$ cat config.mk
export PLATFORM = sky130hd
export DESIGN_NAME = cphy_rx_hs_seq_flat
export DESIGN_NICKNAME = d
export VERILOG_FILES = /design/src/rtl/cphy_rx_hs_seq_if.sv /design/src/rtl/cphy_rx_hs_seq.sv /design/src/flat_wrapper.sv
export SDC_FILE = /design/constraint.sdc
export NUM_CORES = 1
export LEC_CHECK = 0
export ABC_AREA = 1
export BUFFER_PORTS_ARGS = -buffer_cell sky130_fd_sc_hd__buf_4
export CAP_MARGIN = 40
export CORE_UTILIZATION = 30
export CTS_CLUSTER_DIAMETER = 120
export DETAILED_ROUTE_END_ITERATION = 10
export GPL_TIMING_DRIVEN = 0
export SYNTH_ARGS = -nofsm -noshare
export SYNTH_HDL_FRONTEND = slang
export SYNTH_SLANG_ARGS = --single-unit
$ cat constraint.sdc
create_clock -name SymClk -period 1.5 [get_ports SymClk]
set_input_delay 0.225 -clock SymClk [delete_from_list [all_inputs] [get_ports SymClk]]
set_output_delay 0.225 -clock SymClk [all_outputs]
set_load 0.02 [all_outputs]
$ cat src/rtl/cphy_rx_hs_seq_if.sv
// Signal bundle linking the C-PHY symbol decoder, the HS receive sequencer
// and the word-rate PPI logic.
interface cphy_rx_hs_seq_if;
    logic        HsEn;
    logic [2:0]  Symbol;
    logic        SymValid;
    logic        WordClkEn;
    logic        WordClkSync;
    logic [20:0] RxDataHs;
    logic        RxValidHs;
    logic        RxActiveHs;
    logic        RxSyncHs;
    logic        ErrSyncHs;

    modport master (
        output HsEn, Symbol, SymValid,
        input  WordClkEn, WordClkSync, RxDataHs, RxValidHs, RxActiveHs, RxSyncHs, ErrSyncHs
    );

    modport slave (
        input  HsEn, Symbol, SymValid,
        output WordClkEn, WordClkSync, RxDataHs, RxValidHs, RxActiveHs, RxSyncHs, ErrSyncHs
    );
endinterface

$ cat src/rtl/cphy_rx_hs_seq.sv
// C-PHY HS receive sequencer: settle, preamble qualification, sync hunt,
// and packing of seven 3-bit symbols into 21-bit words.
module cphy_rx_hs_seq #(
    parameter int SETTLE_CYC   = 8,
    parameter int MIN_PREAMBLE = 14,
    parameter int HUNT_TIMEOUT = 64
) (
    input  logic            SymClk,
    input  logic            RST,
    cphy_rx_hs_seq_if.slave bus
);
    localparam logic [20:0] SYNC_WORD = 21'o3444443;

    typedef enum logic [2:0] {
        ST_IDLE,
        ST_SETTLE,
        ST_PREAMBLE,
        ST_SYNC_HUNT,
        ST_ACTIVE,
        ST_WAIT_EXIT
    } state_t;

    state_t      state_reg;
    logic [7:0]  settle_cnt_reg;
    logic [7:0]  pre_cnt_reg;
    logic [7:0]  hunt_cnt_reg;
    logic [20:0] hist_reg;
    logic [20:0] word_reg;
    logic [20:0] rx_data_reg;
    logic [2:0]  phase_reg;
    logic        word_clk_en_reg;
    logic        word_clk_sync_reg;
    logic        rx_valid_reg;
    logic        rx_active_reg;
    logic        rx_sync_reg;
    logic        err_sync_reg;

    logic [7:0]  pre_cnt_next;
    logic [7:0]  hunt_cnt_next;
    logic [20:0] hist_next;
    logic [20:0] word_next;
    logic        sync_match;

    // Preamble run length saturates so a long preamble never wraps back below the threshold.
    assign pre_cnt_next  = (bus.Symbol != 3'd3)   ? 8'd0  :
                           (pre_cnt_reg == 8'hFF) ? 8'hFF : pre_cnt_reg + 8'd1;
    assign hunt_cnt_next = hunt_cnt_reg + 8'd1;
    assign hist_next     = {hist_reg[17:0], bus.Symbol};
    assign sync_match    = (hist_next == SYNC_WORD);

    // Slot 0 holds the first symbol of the word in the top bits.
    genvar gi;
    generate
        for (gi = 0; gi < 7; gi++) begin : g_slot
            assign word_next[20-3*gi -: 3] = (phase_reg == 3'(gi)) ? bus.Symbol
                                                                   : word_reg[20-3*gi -: 3];
        end
    endgenerate

    always_ff @(posedge SymClk or negedge RST) begin
        if (!RST) begin
            state_reg         <= ST_IDLE;
            settle_cnt_reg    <= 8'd0;
            pre_cnt_reg       <= 8'd0;
            hunt_cnt_reg      <= 8'd0;
            hist_reg          <= 21'd0;
            word_reg          <= 21'd0;
            rx_data_reg       <= 21'd0;
            phase_reg         <= 3'd0;
            word_clk_en_reg   <= 1'b0;
            word_clk_sync_reg <= 1'b0;
            rx_valid_reg      <= 1'b0;
            rx_active_reg     <= 1'b0;
            rx_sync_reg       <= 1'b0;
            err_sync_reg      <= 1'b0;
        end else begin
            word_clk_sync_reg <= 1'b0;
            rx_valid_reg      <= 1'b0;
            rx_sync_reg       <= 1'b0;
            err_sync_reg      <= 1'b0;

            if (!bus.HsEn) begin
                // Lane disable overrides everything; a partial word is thrown away.
                state_reg       <= ST_IDLE;
                word_clk_en_reg <= 1'b0;
                rx_active_reg   <= 1'b0;
                settle_cnt_reg  <= 8'd0;
                pre_cnt_reg     <= 8'd0;
                hunt_cnt_reg    <= 8'd0;
                hist_reg        <= 21'd0;
                word_reg        <= 21'd0;
                phase_reg       <= 3'd0;
            end else begin
                case (state_reg)
                    ST_IDLE: begin
                        state_reg      <= ST_SETTLE;
                        settle_cnt_reg <= 8'(SETTLE_CYC - 1);
                    end
                    ST_SETTLE: begin
                        if (settle_cnt_reg == 8'd0) begin
                            state_reg   <= ST_PREAMBLE;
                            pre_cnt_reg <= 8'd0;
                        end else begin
                            settle_cnt_reg <= settle_cnt_reg - 8'd1;
                        end
                    end
                    ST_PREAMBLE: begin
                        if (bus.SymValid) begin
                            pre_cnt_reg <= pre_cnt_next;
                            if (pre_cnt_next >= 8'(MIN_PREAMBLE)) begin
                                state_reg    <= ST_SYNC_HUNT;
                                hunt_cnt_reg <= 8'd0;
                                hist_reg     <= 21'd0;
                            end
                        end
                    end
                    ST_SYNC_HUNT: begin
                        if (bus.SymValid) begin
                            hist_reg     <= hist_next;
                            hunt_cnt_reg <= hunt_cnt_next;
                            // A match on the timeout symbol still counts as a match.
                            if (sync_match) begin
                                state_reg         <= ST_ACTIVE;
                                phase_reg         <= 3'd0;
                                rx_sync_reg       <= 1'b1;
                                word_clk_sync_reg <= 1'b1;
                                word_clk_en_reg   <= 1'b1;
                                rx_active_reg     <= 1'b1;
                            end else if (hunt_cnt_next == 8'(HUNT_TIMEOUT)) begin
                                state_reg    <= ST_WAIT_EXIT;
                                err_sync_reg <= 1'b1;
                            end
                        end
                    end
                    ST_ACTIVE: begin
                        word_clk_en_reg <= 1'b1;
                        rx_active_reg   <= 1'b1;
                        if (bus.SymValid) begin
                            word_reg <= word_next;
                            if (phase_reg == 3'd6) begin
                                phase_reg    <= 3'd0;
                                rx_data_reg  <= word_next;
                                rx_valid_reg <= 1'b1;
                            end else begin
                                phase_reg <= phase_reg + 3'd1;
                            end
                        end
                    end
                    ST_WAIT_EXIT: begin
                        word_clk_en_reg <= 1'b0;
                        rx_active_reg   <= 1'b0;
                    end
                    default: begin
                        state_reg <= ST_IDLE;
                    end
                endcase
            end
        end
    end

    assign bus.WordClkEn   = word_clk_en_reg;
    assign bus.WordClkSync = word_clk_sync_reg;
    assign bus.RxDataHs    = rx_data_reg;
    assign bus.RxValidHs   = rx_valid_reg;
    assign bus.RxActiveHs  = rx_active_reg;
    assign bus.RxSyncHs    = rx_sync_reg;
    assign bus.ErrSyncHs   = err_sync_reg;
endmodule

$ cat src/flat_wrapper.sv
// flat-port wrapper written by rule: the top's interface ports become plain ports
module cphy_rx_hs_seq_flat 
#(
    parameter int SETTLE_CYC   = 8,
    parameter int MIN_PREAMBLE = 14,
    parameter int HUNT_TIMEOUT = 64
)
  (SymClk, RST, bus_HsEn, bus_Symbol, bus_SymValid, bus_WordClkEn, bus_WordClkSync, bus_RxDataHs, bus_RxValidHs, bus_RxActiveHs, bus_RxSyncHs, bus_ErrSyncHs);
  cphy_rx_hs_seq_if bus_i ();
  input  logic SymClk;
  input  logic RST;
  input wire logic [$bits(bus_i.HsEn)-1:0] bus_HsEn;
  input wire logic [$bits(bus_i.Symbol)-1:0] bus_Symbol;
  input wire logic [$bits(bus_i.SymValid)-1:0] bus_SymValid;
  output wire logic [$bits(bus_i.WordClkEn)-1:0] bus_WordClkEn;
  output wire logic [$bits(bus_i.WordClkSync)-1:0] bus_WordClkSync;
  output wire logic [$bits(bus_i.RxDataHs)-1:0] bus_RxDataHs;
  output wire logic [$bits(bus_i.RxValidHs)-1:0] bus_RxValidHs;
  output wire logic [$bits(bus_i.RxActiveHs)-1:0] bus_RxActiveHs;
  output wire logic [$bits(bus_i.RxSyncHs)-1:0] bus_RxSyncHs;
  output wire logic [$bits(bus_i.ErrSyncHs)-1:0] bus_ErrSyncHs;
  assign bus_i.HsEn = bus_HsEn;
  assign bus_i.Symbol = bus_Symbol;
  assign bus_i.SymValid = bus_SymValid;
  assign bus_WordClkEn = bus_i.WordClkEn;
  assign bus_WordClkSync = bus_i.WordClkSync;
  assign bus_RxDataHs = bus_i.RxDataHs;
  assign bus_RxValidHs = bus_i.RxValidHs;
  assign bus_RxActiveHs = bus_i.RxActiveHs;
  assign bus_RxSyncHs = bus_i.RxSyncHs;
  assign bus_ErrSyncHs = bus_i.ErrSyncHs;
  cphy_rx_hs_seq #(.SETTLE_CYC(SETTLE_CYC), .MIN_PREAMBLE(MIN_PREAMBLE), .HUNT_TIMEOUT(HUNT_TIMEOUT)) u_core (.SymClk(SymClk), .RST(RST), .bus(bus_i));
endmodule
### Yosys cells after proc, flatten, opt, wreduce, memory -nomap -nowiden

Index checks and enable logic that the tools add are counted.

* add/sub/neg operators: 4
* order comparisons: 1
* equal/unequal tests: 31
* muxes and demuxes: 60
* reductions and logical operators: 12

Operator list (count)
* $mux W8: 11
* $mux W18: 4
* $mux W21: 3
* $mux W3: 19
* $pmux W8 S2: 3
* $pmux W18 S2: 1
* $eq A21 B20 Y1 const B: 1
* $add A8 B1 Y8 const B: 2
* $mux W1: 16
* $eq A3 B3 Y1 const B: 5
* $pmux W3 S5: 1
* $eq A3 B2 Y1 const B: 4
* $ne A3 B1 Y1 const B: 4
* $ne A3 B2 Y1 const B: 4
* $ne A3 B3 Y1 const B: 4
* $reduce_and A4 Y1: 3
* $eq A8 B7 Y1 const B: 1
* $eq A8 B8 Y1 const B: 1
* $ge A8 B4 Y1 const B: 1
* $logic_not A8 Y1: 1
* $sub A8 B1 Y8 const B: 1
* $eq A3 B1 Y1 const B: 2
* $logic_not A3 Y1: 2
* $pmux W3 S2: 1
* other kinds (10): 13

* register bits: 94
* output and inout port bits: 27
* word-level logic and storage cells: 120

### Logic depth before layout (Yosys ltp)

Gate-level depths: netlist (run 1).

* word-level depth: 8
* mapped depth: 13
* mapped depth without buffers: 12

### Worst setup path before layout (run 1)

OpenSTA, ideal clock, no wires.

* path type: reg-to-reg
* from: register u_core.pre_cnt_reg[1]
* to: register u_core.hist_reg[10]
* setup time: 0.117 ns
* data arrival time: 1.570 ns
* required time: 1.383 ns
* setup slack: -0.187 ns
* stages on the path, launching flop included: 13
* path through: dfrtp_1 > ha_1 > nand3_2 > inv_2 > nand2_4 > nand3_1 > nand2_1 > nand2_1 > nor2_4 > nand3_4 > buf_4 > nand3b_1 > nand2_1

* cells in the longest elaborated chain, start to end: 6
* elaborated cells between the ends (all ways): 7
* classes of those cells: 1 x add/sub; 1 x order compare; 2 x eq/ne; 2 x mux; 1 x reduce/logical

RTL lines
* start: declaration: RTL line cphy_rx_hs_seq.sv:25 `logic [7:0] pre_cnt_reg;`
* start signal: assignment: RTL line cphy_rx_hs_seq.sv:109 `pre_cnt_reg <= pre_cnt_next;`
* $add A8 B1 Y8 or $eq A8 B8 Y1 (tied branches): RTL line cphy_rx_hs_seq.sv:46 `(pre_cnt_reg == 8'hFF) ? 8'hFF : pre_cnt_reg + 8'd1;`
* $mux W8 *: RTL line cphy_rx_hs_seq.sv:46
* $mux W8 *: RTL line cphy_rx_hs_seq.sv:45 `assign pre_cnt_next = (bus.Symbol != 3'd3) ? 8'd0 :`
* $ge A8 B4 Y1 *: RTL line cphy_rx_hs_seq.sv:110 `if (pre_cnt_next >= 8'(MIN_PREAMBLE)) begin`
* $ne A3 B2 Y1 (no line) *
* $reduce_and A4 Y1 (no line) *
* end signal: assignment: RTL line cphy_rx_hs_seq.sv:119 `hist_reg <= hist_next;`
* end: declaration: RTL line cphy_rx_hs_seq.sv:27 `logic [20:0] hist_reg;`

Every way passes the cells marked *; elsewhere a longest branch is shown, timed or not.
A chain may end at the register's enable or synchronous reset.

### Final worst setup path (run 1)

* from: register u_core.pre_cnt_reg[1]
* to: register u_core.hist_reg[1]

Same word-level chain as after synthesis.

==> results.md, run 1 <==
- The number of nets produced by synthesis is about 630.
- The worst setup slack before clock tree synthesis is -0.420 ns.
- Per report_power, the combinational group accounts for 30.1% of the total.
- The critical path data arrival time is approximately 2.1 ns.
- The post-DP HPWL is 7850 um.
- In this run the static leakage power is roughly 3.2 nW.
- In this run the power spent charging and discharging nets is roughly 2.4 mW.
- The delay contributed by the slowest stage of the critical path is 0.37 ns.
- The number of cells in the finished layout apart from fillers is 928.
- For the worst setup path, the data required time is 1.74 ns.
- Entering global routing, the biggest net connects 58 pins.
- The filler cells instantiated in the layout total between 1,500 and 2,000.
- The global-route wire length before repair is roughly 20,000 um.
- The quantity of I/O buffers inserted on ports is 31.
- The Yosys step of the flow raised 0 warnings.
- In this run, placement finished with an instance count of 867.
- The detail-routed net length per standard cell is between 10 and 15 um.
- Once the floorplan was initialized, standard cells occupied a little under a third of the core.
- The switching share of power is around a third.
- The count of clock tree sinks is 92.
- Once detail routing completed, the nets flagged for antenna violations numbered 0.
- The register clock-pin slew on the reported worst setup and hold paths is 0.07 ns.
- The post-route fraction of the period consumed by the critical path is 122%.
- The maximum clock skew at final layout is about 0.0085 ns.
- The first-pass iteration count of the detailed router is 5.
- The post-synthesis cell area is 4920 sq um.
- The cell family with the largest share of critical-path delay is simple AND/OR/NAND/NOR gates.
- The count of antenna diodes in the layout is 0.
- The slowest cell on the critical path is sky130_fd_sc_hd__dfrtp_1.
- TritonCTS built the clock tree.
- The worst slew slack as a fraction of its limit is 67.8%.
- Clock tree synthesis inserted a total of 9 buffers.
- Dividing total power by cell area gives a power density of 1020 nW/um^2.
- In this run the mean area of a mapped cell was about 8.0 sq um.
- Measured along the x axis, the die boundary spans 130 um.
- Clock tree synthesis selected as its root buffer the cell sky130_fd_sc_hd__clkbuf_16.
- The initial DRC count is between 150 and 200.
- The area share of the leading cell type in the synthesized netlist is ~47%.
- Traced cell by cell, the critical path runs through ha_2 > nand3_4 > inv_4 > nand2_8 > inv_4 > nor2_2 > nor2_4 > nand3_2 > nand3_4 > nand2_8 > clkbuf_16 > nand2_2 > nand2_1.
- The number of enable flip-flop cells after synthesis is 0.
- The minimum clock period after layout is roughly 1.8 ns.
- Of the cells placed in the final design, the portion with a size suffix greater than 1 is 38.1%.
- The minimum setup slack among reg-to-reg paths is -0.33 ns.
- The final weighted congestion in routability-driven placement is just under 0.8.
- The number of cells on the worst reg-to-reg path is 13.
- The synthesized instance count is roughly 620.
- The tool flagged a number of max-cap violations equal to 0.
- The area of the die is ~17,000 sq um.
- The kind of critical path is register to register.
- In this run the worst path has a maximum fanout of 6.
- The internal power consumption is roughly 4.6 mW.
- The biggest area contributor in the post-synthesis netlist is sky130_fd_sc_hd__dfrtp_1.
- The initial antenna violation count is 0.
- The reg-to-reg critical path endpoint is u_core.hist_reg[1]$_DFFE_PN0P_.
- After global routing the overflow that remains totals 0.
- The total track usage is approximately 15%.
- The register with the most flip-flops in the layout has 21 of them.
- The number of top-level pins is 34.
- From synthesis to final layout, the design area changed by 39.0%.
- After synthesis, the cell types taking the most area are sky130_fd_sc_hd__dfrtp_1, sky130_fd_sc_hd__nand2_1, sky130_fd_sc_hd__nand3_1, sky130_fd_sc_hd__inv_1, sky130_fd_sc_hd__o21ai_0.
- The detailed-route DRC error count is 0.
- Using the TritonRoute via totals, the vias-per-cell ratio works out to ~4.6.
- The number of standard-cell rows in the floorplan is 46.
- The post-synthesis sequential area ratio is a little under half.
- The most common cell in the synthesized netlist is sky130_fd_sc_hd__nand2_1.
- The source of the worst register-to-register timing path is u_core.pre_cnt_reg[1]$_DFFE_PN0P_.
- The final setup violation count is 82.
- The worst setup path is captured at a register.
- Timing would allow up to around 0.55 GHz.
- The total core area is ~16,000 sq um.
- The path class of the tightest hold or removal check is input port to register.
- Of the total power, the clock network draws between 30% and 40%.
- Among all flip-flop cells after synthesis, the most frequent one is sky130_fd_sc_hd__dfrtp_1.
- Setup repair after global routing could not meet its margin everywhere.
- The worst hold path begins at bus_SymValid.
- In this run, synthesis produced a sequential element count of about 90.
- The final hold violation count is 0.
- The minimum setup slack in the final design is -0.334 ns.
- The number of nets in the finished design is around 700.
- The startpoint class of the critical path is a register.
- The maximum root-to-sink buffer count is 2.
- For this run, asynchronously set or reset flops after synthesis account for 100%.
- Registers are responsible for 38.6% of the overall power.
- The H-tree depth is 3.
- The floorplan step set the die height to approximately 130 um.
- The clock network latency to the later pin of the worst-skew pair is roughly 0.35 ns.
- For the pin with the worst max-slew slack, the measured transition is between 0.4 and 0.5 ns.
- The checks that failed: negative setup slack.
- The routed layout has between 4,000 and 5,000 vias.
- The number of max-slew violations in the final report is 0.
- The flow ran to the end, but the final reports show violations.
- The end point of the worst hold path is u_core.word_reg[3]$_DFFE_PN0P_.
- Along the worst hold path, the cell count comes to 3.
- Wires add up to approximately 13,000 um.
- The count of cell types in the netlist is 35.
- The worst-case IR drop observed on VDD is just over 0.5 mV.
- The via count of the first global-routing pass is 4,097.
- In the synthesized netlist, the cells that appear most often are sky130_fd_sc_hd__nand2_1, sky130_fd_sc_hd__dfrtp_1, sky130_fd_sc_hd__inv_1.
- The worst path buffer plus inverter count is 3.
[repair_timing]
item                       in CTS  in global routing
setup endpoints to repair      82                 85
gates resized for setup        43                160
pin swaps                       9                 26
setup buffers                  17                 22
hold buffers                    1                  0
cloned                          1                  5
hold endpoints to repair       35                  0
[cell usage in the layout (no fill, tap or decap), types with 4 or more instances in the layout]
cell type                   netlist  final
sky130_fd_sc_hd__nand4_1          5      5
sky130_fd_sc_hd__o21ai_0         44     17
sky130_fd_sc_hd__nor2_4           5     10
sky130_fd_sc_hd__dfrtp_1         92     87
sky130_fd_sc_hd__a21oi_1          9      5
sky130_fd_sc_hd__a21oi_2          0      4
sky130_fd_sc_hd__ha_1             6      4
sky130_fd_sc_hd__nand3b_1        14     14
sky130_fd_sc_hd__nand2_4          1     12
sky130_fd_sc_hd__o21ai_2          2     18
sky130_fd_sc_hd__buf_6            2     17
sky130_fd_sc_hd__nor2_1          41     33
sky130_fd_sc_hd__buf_4            5     57
sky130_fd_sc_hd__clkbuf_16        0     14
sky130_fd_sc_hd__nand2_2         25     48
sky130_fd_sc_hd__inv_4            0      5
sky130_fd_sc_hd__nor2_2           6      9
sky130_fd_sc_hd__o21ai_1         13     22
sky130_fd_sc_hd__buf_8            0      7
sky130_fd_sc_hd__nand2_1        176    140
sky130_fd_sc_hd__o22ai_2          0     12
sky130_fd_sc_hd__dfrtp_2          0      5
sky130_fd_sc_hd__inv_2           12     10
sky130_fd_sc_hd__nand3_1         51     41
sky130_fd_sc_hd__nand3_2          5     13
sky130_fd_sc_hd__inv_1           59     54
[worst max path at each step]
stage                                      startpoint                            endpoint  cells after the start
finish              u_core.pre_cnt_reg[1]$_DFFE_PN0P_      u_core.hist_reg[1]$_DFFE_PN0P_                     13
global route        u_core.pre_cnt_reg[1]$_DFFE_PN0P_     u_core.hist_reg[11]$_DFFE_PN0P_                     13
CTS                 u_core.pre_cnt_reg[1]$_DFFE_PN0P_     u_core.hist_reg[13]$_DFFE_PN0P_                     13
detailed placement    u_core.state_reg[2]$_DFFE_PN0P_      u_core.hist_reg[0]$_DFFE_PN0P_                     10
global placement      u_core.state_reg[2]$_DFFE_PN0P_      u_core.hist_reg[0]$_DFFE_PN0P_                     10
floorplan           u_core.pre_cnt_reg[1]$_DFFE_PN0P_  u_core.hunt_cnt_reg[5]$_DFFE_PN0P_                     13
[per-stage QoR]
stage	setup TNS, ns	hold WS [ns]	util [%]	total power, mW	instance area (sq um)
floorplan	-4.21	-0.0706	-	3.68	4960
global placement	-20.54	0.461	34.3	4.03	5460
detailed placement	-21.28	0.224	34.4	4.05	5490
CTS	-8.50	0.193	37.9	6.48	6040
global route	-24.60	0.209	42.9	7.35	6840
finish	-16.59	0.203	42.9	6.98	6840
[power groups by stage]
| stage | logic [mW] | registers, mW | clock network, mW |
|---|---|---|---|
| finish | 2.10 | 2.69 | 2.19 |
| detailed placement | 1.31 | 2.74 | 0 |
| CTS | 1.57 | 2.68 | 2.23 |
| global route | 2.27 | 2.71 | 2.38 |
| global placement | 1.29 | 2.73 | 0 |
| floorplan | 0.955 | 2.73 | 0 |
[logic make-up (layout without fill, tap and decap cells)]
logic type / Yosys count / after routing / synth area share, %
buffers and inverters: 91 / 184 / 8.44
adders and majority gates: 6 / 6 / 1.53
AOI/OAI and AO/OA: 88 / 88 / 9.71
and+or+nand+nor: 338 / 338 / 32.8
xor gates and xnor gates: 4 / 4 / 0.712
DFF: 92 / 92 / 46.8
[worst reg2reg max path, stage by stage (launching register included)]
cell	delay, ns
sky130_fd_sc_hd__dfrtp_1	0.37
sky130_fd_sc_hd__ha_2	0.21
sky130_fd_sc_hd__nand3_4	0.10
sky130_fd_sc_hd__inv_4	0.10
sky130_fd_sc_hd__nand2_8	0.07
sky130_fd_sc_hd__inv_4	0.06
sky130_fd_sc_hd__nor2_2	0.04
sky130_fd_sc_hd__nor2_4	0.09
sky130_fd_sc_hd__nand3_2	0.10
sky130_fd_sc_hd__nand3_4	0.20
sky130_fd_sc_hd__nand2_8	0.11
sky130_fd_sc_hd__clkbuf_16	0.19
sky130_fd_sc_hd__nand2_2	0.05
sky130_fd_sc_hd__nand2_1	0.05
[per-layer routing]
layer  wire length (um)  global-route usage, %  vias to the layer above
met3                366                   2.34                       15
met2               6270                   24.2                       64
met1               5990                   20.7                     2066
met4                191                   5.61                        0
li1                   -                      -                     2164
met5                  0                      0                        -
[cell type report]
type | instances | area [sq um] | area share, %
Multi-Input combinational cell | 436 | 2710 | 39.5
Inverter | 71 | 299 | 4.37
Sequential cell | 92 | 2310 | 33.7
Clock buffer | 11 | 243 | 3.55
Buffer | 20 | 221 | 3.24
Clock inverter | 5 | 35.0 | 0.512
Timing Repair Buffer | 77 | 761 | 11.1
Tap cell | 216 | 270 | 3.95
No activity file was read; power rests on OpenSTA's default activity.
==> inputs of run 2 (changes only) <==
clock period = 1.55 ns   (was 1.5 ns; I/O delays follow)
==> results.md, run 2 (synthesis gave the netlist of run 1 again) <==
- The quantity of I/O buffers inserted on ports was 31 (unchanged).
- The post-route antenna net violation count came to 0 (unchanged).
- The worst setup slack before clock tree synthesis is -0.347 ns (+0.0731 ns).
- The number of buffers inserted during clock tree synthesis is 9 (unchanged).
- The number of nets in the finished design came to 717 (-0.42%).
- The global-route wire length before repair is 19,800 um (-1.8%).
- The largest individual stage delay along the critical path comes from the cell sky130_fd_sc_hd__dfrtp_2.
- The final setup violation count is 50 (-39%).
- The transition time at the pin with the least slew margin was 0.688 ns (+0.209 ns).
- The worst hold-check path type is input port to register.
- The highest fanout seen on the critical path is 7 (+1).
- The horizontal die dimension came to 130 um (unchanged).
- The initial DRC count came to 326 (+69%).
- Walking the worst path, the cells encountered are ha_4 > nand3_4 > inv_4 > nand2_4 > nand3_2 > nand2_2 > nand2_2 > nor2_4 > nand3_4 > nand2_8 > clkbuf_16 > nand2_2 > nand2_1.
- The final hold violation count is 0 (unchanged).
- The wire length after detailed routing was 11,900 um (-7.0%).
- The total vias in the final route was 4,243 (-1.5%).
- The required time at the endpoint of the critical path is 1.84 ns (+0.10 ns).
- The starting utilization of the core area is 30.9% (unchanged).
- TritonCTS built the clock tree.
- Grouping stages by cell kind, the critical path spends the most delay in simple AND/OR/NAND/NOR gates.
- The register clock-pin slew on the reported worst setup and hold paths is 0.07 ns (about the same).
- The library cell used most frequently in the layout, excluding fill and tap cells, is sky130_fd_sc_hd__nand2_1.
- The fraction of final layout cells sized beyond drive strength 1 was 28.8% (-9.2 points).
- The post-DP HPWL is 7930 um (+0.99%).
- The largest vdd supply drop is 0.659 mV (+27%).
- By startpoint and endpoint, the worst setup path is classified as register to register.
- The detail-routed net length per standard cell came to 12.9 um (-6.6%).
- The flip-flop count of the largest register, all copies and words added is 21 (unchanged).
- The minimum clock period after layout came to 1.82 ns (-0.0132 ns).
- The pin count of the biggest net entering global routing is 51 (-12%).
- The count of clock tree sinks is 92 (unchanged).
- The total track usage came to 14.9% (-0.22 points).
- The total core area is 15,900 sq um (unchanged).
- The achievable clock frequency came to 0.549 GHz (+0.73%).
- The first-pass iteration count of the detailed router was 4 (-1).
- The worst-case hold slack is 0.219 ns (+0.0164 ns).
- The via count of the first global-routing pass was 3,926 (-4.2%).
- The detailed-route vias per instance is 4.59 (-1.1%).
- The number of fill cells is 1,591 (+1.1%).
- In the layout the commonest cells are sky130_fd_sc_hd__nand2_1, sky130_fd_sc_hd__dfrtp_1, sky130_fd_sc_hd__buf_4.
- STA classifies the critical path startpoint as a register.
- The maximum clock skew at final layout came to 0.00818 ns (-0.000304 ns).
- In this design, the critical path's most frequently occurring cell is sky130_fd_sc_hd__nand2_2.
- The maximum root-to-sink buffer count was 2 (unchanged).
- The cell sitting at the root of the clock tree is a sky130_fd_sc_hd__clkbuf_16.
- The chip height is 130 um (unchanged).
- The worst path buffer plus inverter count was 2 (-1).
- The clock network latency to the later pin of the worst-skew pair is 0.35 ns (about the same).
- The cell leakage power is 3.09 nW (-3.8%).
- The post-route fraction of the period consumed by the critical path came to 117% (-4.8 points).
- The sum of negative setup slack is -8.26 ns (+8.32 ns).
- The final reports fail on negative setup slack.
- The initial antenna violation count is 0 (unchanged).
- The signed area change from the synthesized netlist to the final layout is 28.8%.
- The overall power was 6.47 mW (-7.3%).
- The number of max-slew violations in the final report is 0 (unchanged).
- The detailed-route DRC error count is 0 (unchanged).
- The area of the die is 16,900 sq um (unchanged).
- The run finished, with violations left.
- The max-capacitance violation count is 0 (unchanged).
- STA classifies the critical path endpoint as a register.
- Setup repair after global routing could not meet its margin everywhere.
- The H-tree depth came to 3 (unchanged).
- The number of top-level pins came to 34 (unchanged).
- The critical path data arrival time was 2.11 ns (+0.04 ns).
- The power density relative to cell area is 1020 nW/um^2 (about the same).
- The worst slew slack as a fraction of its limit is 54.2% (-14 points).
- The final weighted congestion in routability-driven placement is 0.802 (+3.3%).
- The number of standard-cell rows in the floorplan is 46 (unchanged).
- The count of antenna diodes in the layout came to 0 (unchanged).
- The delay contributed by the slowest stage of the critical path is 0.44 ns (+0.07 ns).
- The overflow left after global routing was 0 (unchanged).
- The minimum setup slack in the final design came to -0.271 ns (+0.0632 ns).
==> run 2: changes by cell type in the layout (fill, tap and decap cells not counted), moves of 4 or more <==
| cell | delta |
|---|---|
| sky130_fd_sc_hd__a21oi_2 | -4 |
| sky130_fd_sc_hd__buf_4 | +13 |
| sky130_fd_sc_hd__buf_6 | -8 |
| sky130_fd_sc_hd__buf_8 | -7 |
| sky130_fd_sc_hd__nand2_1 | +24 |
| sky130_fd_sc_hd__nand2_2 | -14 |
| sky130_fd_sc_hd__nand2_4 | -8 |
| sky130_fd_sc_hd__nand3_2 | -4 |
| sky130_fd_sc_hd__nor2_1 | +4 |
| sky130_fd_sc_hd__o21ai_0 | +19 |
| sky130_fd_sc_hd__o21ai_1 | -5 |
| sky130_fd_sc_hd__o21ai_2 | -14 |
| sky130_fd_sc_hd__o22ai_1 | +13 |
| sky130_fd_sc_hd__o22ai_2 | -12 |
==> run 2: final timing paths <==
| kind | from | end | slack (ns) | cells after the start |
|---|---|---|---|---|
| hold reg to reg | u_core.bus.RxDataHs[10]$_DFFE_PN0P_ | u_core.bus.RxDataHs[10]$_DFFE_PN0P_ | 0.48 | 2 |
| setup reg to reg | u_core.pre_cnt_reg[1]$_DFFE_PN0P_ | u_core.hunt_cnt_reg[6]$_DFFE_PN0P_ | -0.27 | 13 |
| min in group asynchronous | RST | u_core.bus.RxDataHs[12]$_DFFE_PN0P_ | 0.47 | 2 |
| setup / recovery | u_core.pre_cnt_reg[1]$_DFFE_PN0P_ | u_core.hunt_cnt_reg[6]$_DFFE_PN0P_ | -0.27 | 13 |
| max in group asynchronous | RST | u_core.pre_cnt_reg[1]$_DFFE_PN0P_ | 0.42 | 3 |
| hold / removal | bus_SymValid | u_core.word_reg[3]$_DFFE_PN0P_ | 0.22 | 3 |
==> run 2: cell type report <==
cell class	count	area, sq um	share of cell area, %
clock buffer	10	239	3.77
timing repair buffer	74	633	9.98
tap	216	270	4.26
inverter	71	274	4.32
buffer	20	185	2.92
clock inverter	5	37.5	0.592
multi-input combinational	436	2390	37.7
sequential	92	2310	36.4
==> run 2: worst min-delay path, cell delays in order <==
cell and delay [ns]:
sky130_fd_sc_hd__buf_4 0.16, sky130_fd_sc_hd__nand3_1 0.09, sky130_fd_sc_hd__nand2_1 0.05
==> run 2: metrics by stage <==
stage          util [%]  instances  instance area (sq um)
6_report           39.8        924                   6340
5_1_grt            39.8        924                   6340
4_1_cts            38.1        907                   6080
3_5_place_dp       34.3        867                   5470
3_3_place_gp       34.1        866                   5440
2_1_floorplan         -        619                   4940
==> run 2: metal layers <==
layer	GRT usage (%)	part of all wire, %	vias to the layer above
li1	-	-	2165
met1	21.7	50	2016
met2	22.8	46	50
met3	1.76	2.7	12
met4	5.54	1.2	0
met5	0	0	-
==> run 2: where the power goes <==
group	total, mW	switching (mW)	internal (mW)
clock network	2.09	0.962	1.13
registers	2.59	0.0809	2.51
logic	1.79	1.04	0.751
total	6.47	2.08	4.39
==> run 2: repair_timing <==
action,4_1_cts,5_1_grt
endpoints found under the setup margin,81,83
gates resized for setup,41,34
gates cloned,2,2
pin swaps,13,14
buffers inserted,22,15
endpoints found under the hold margin,49,0
hold buffers,1,0
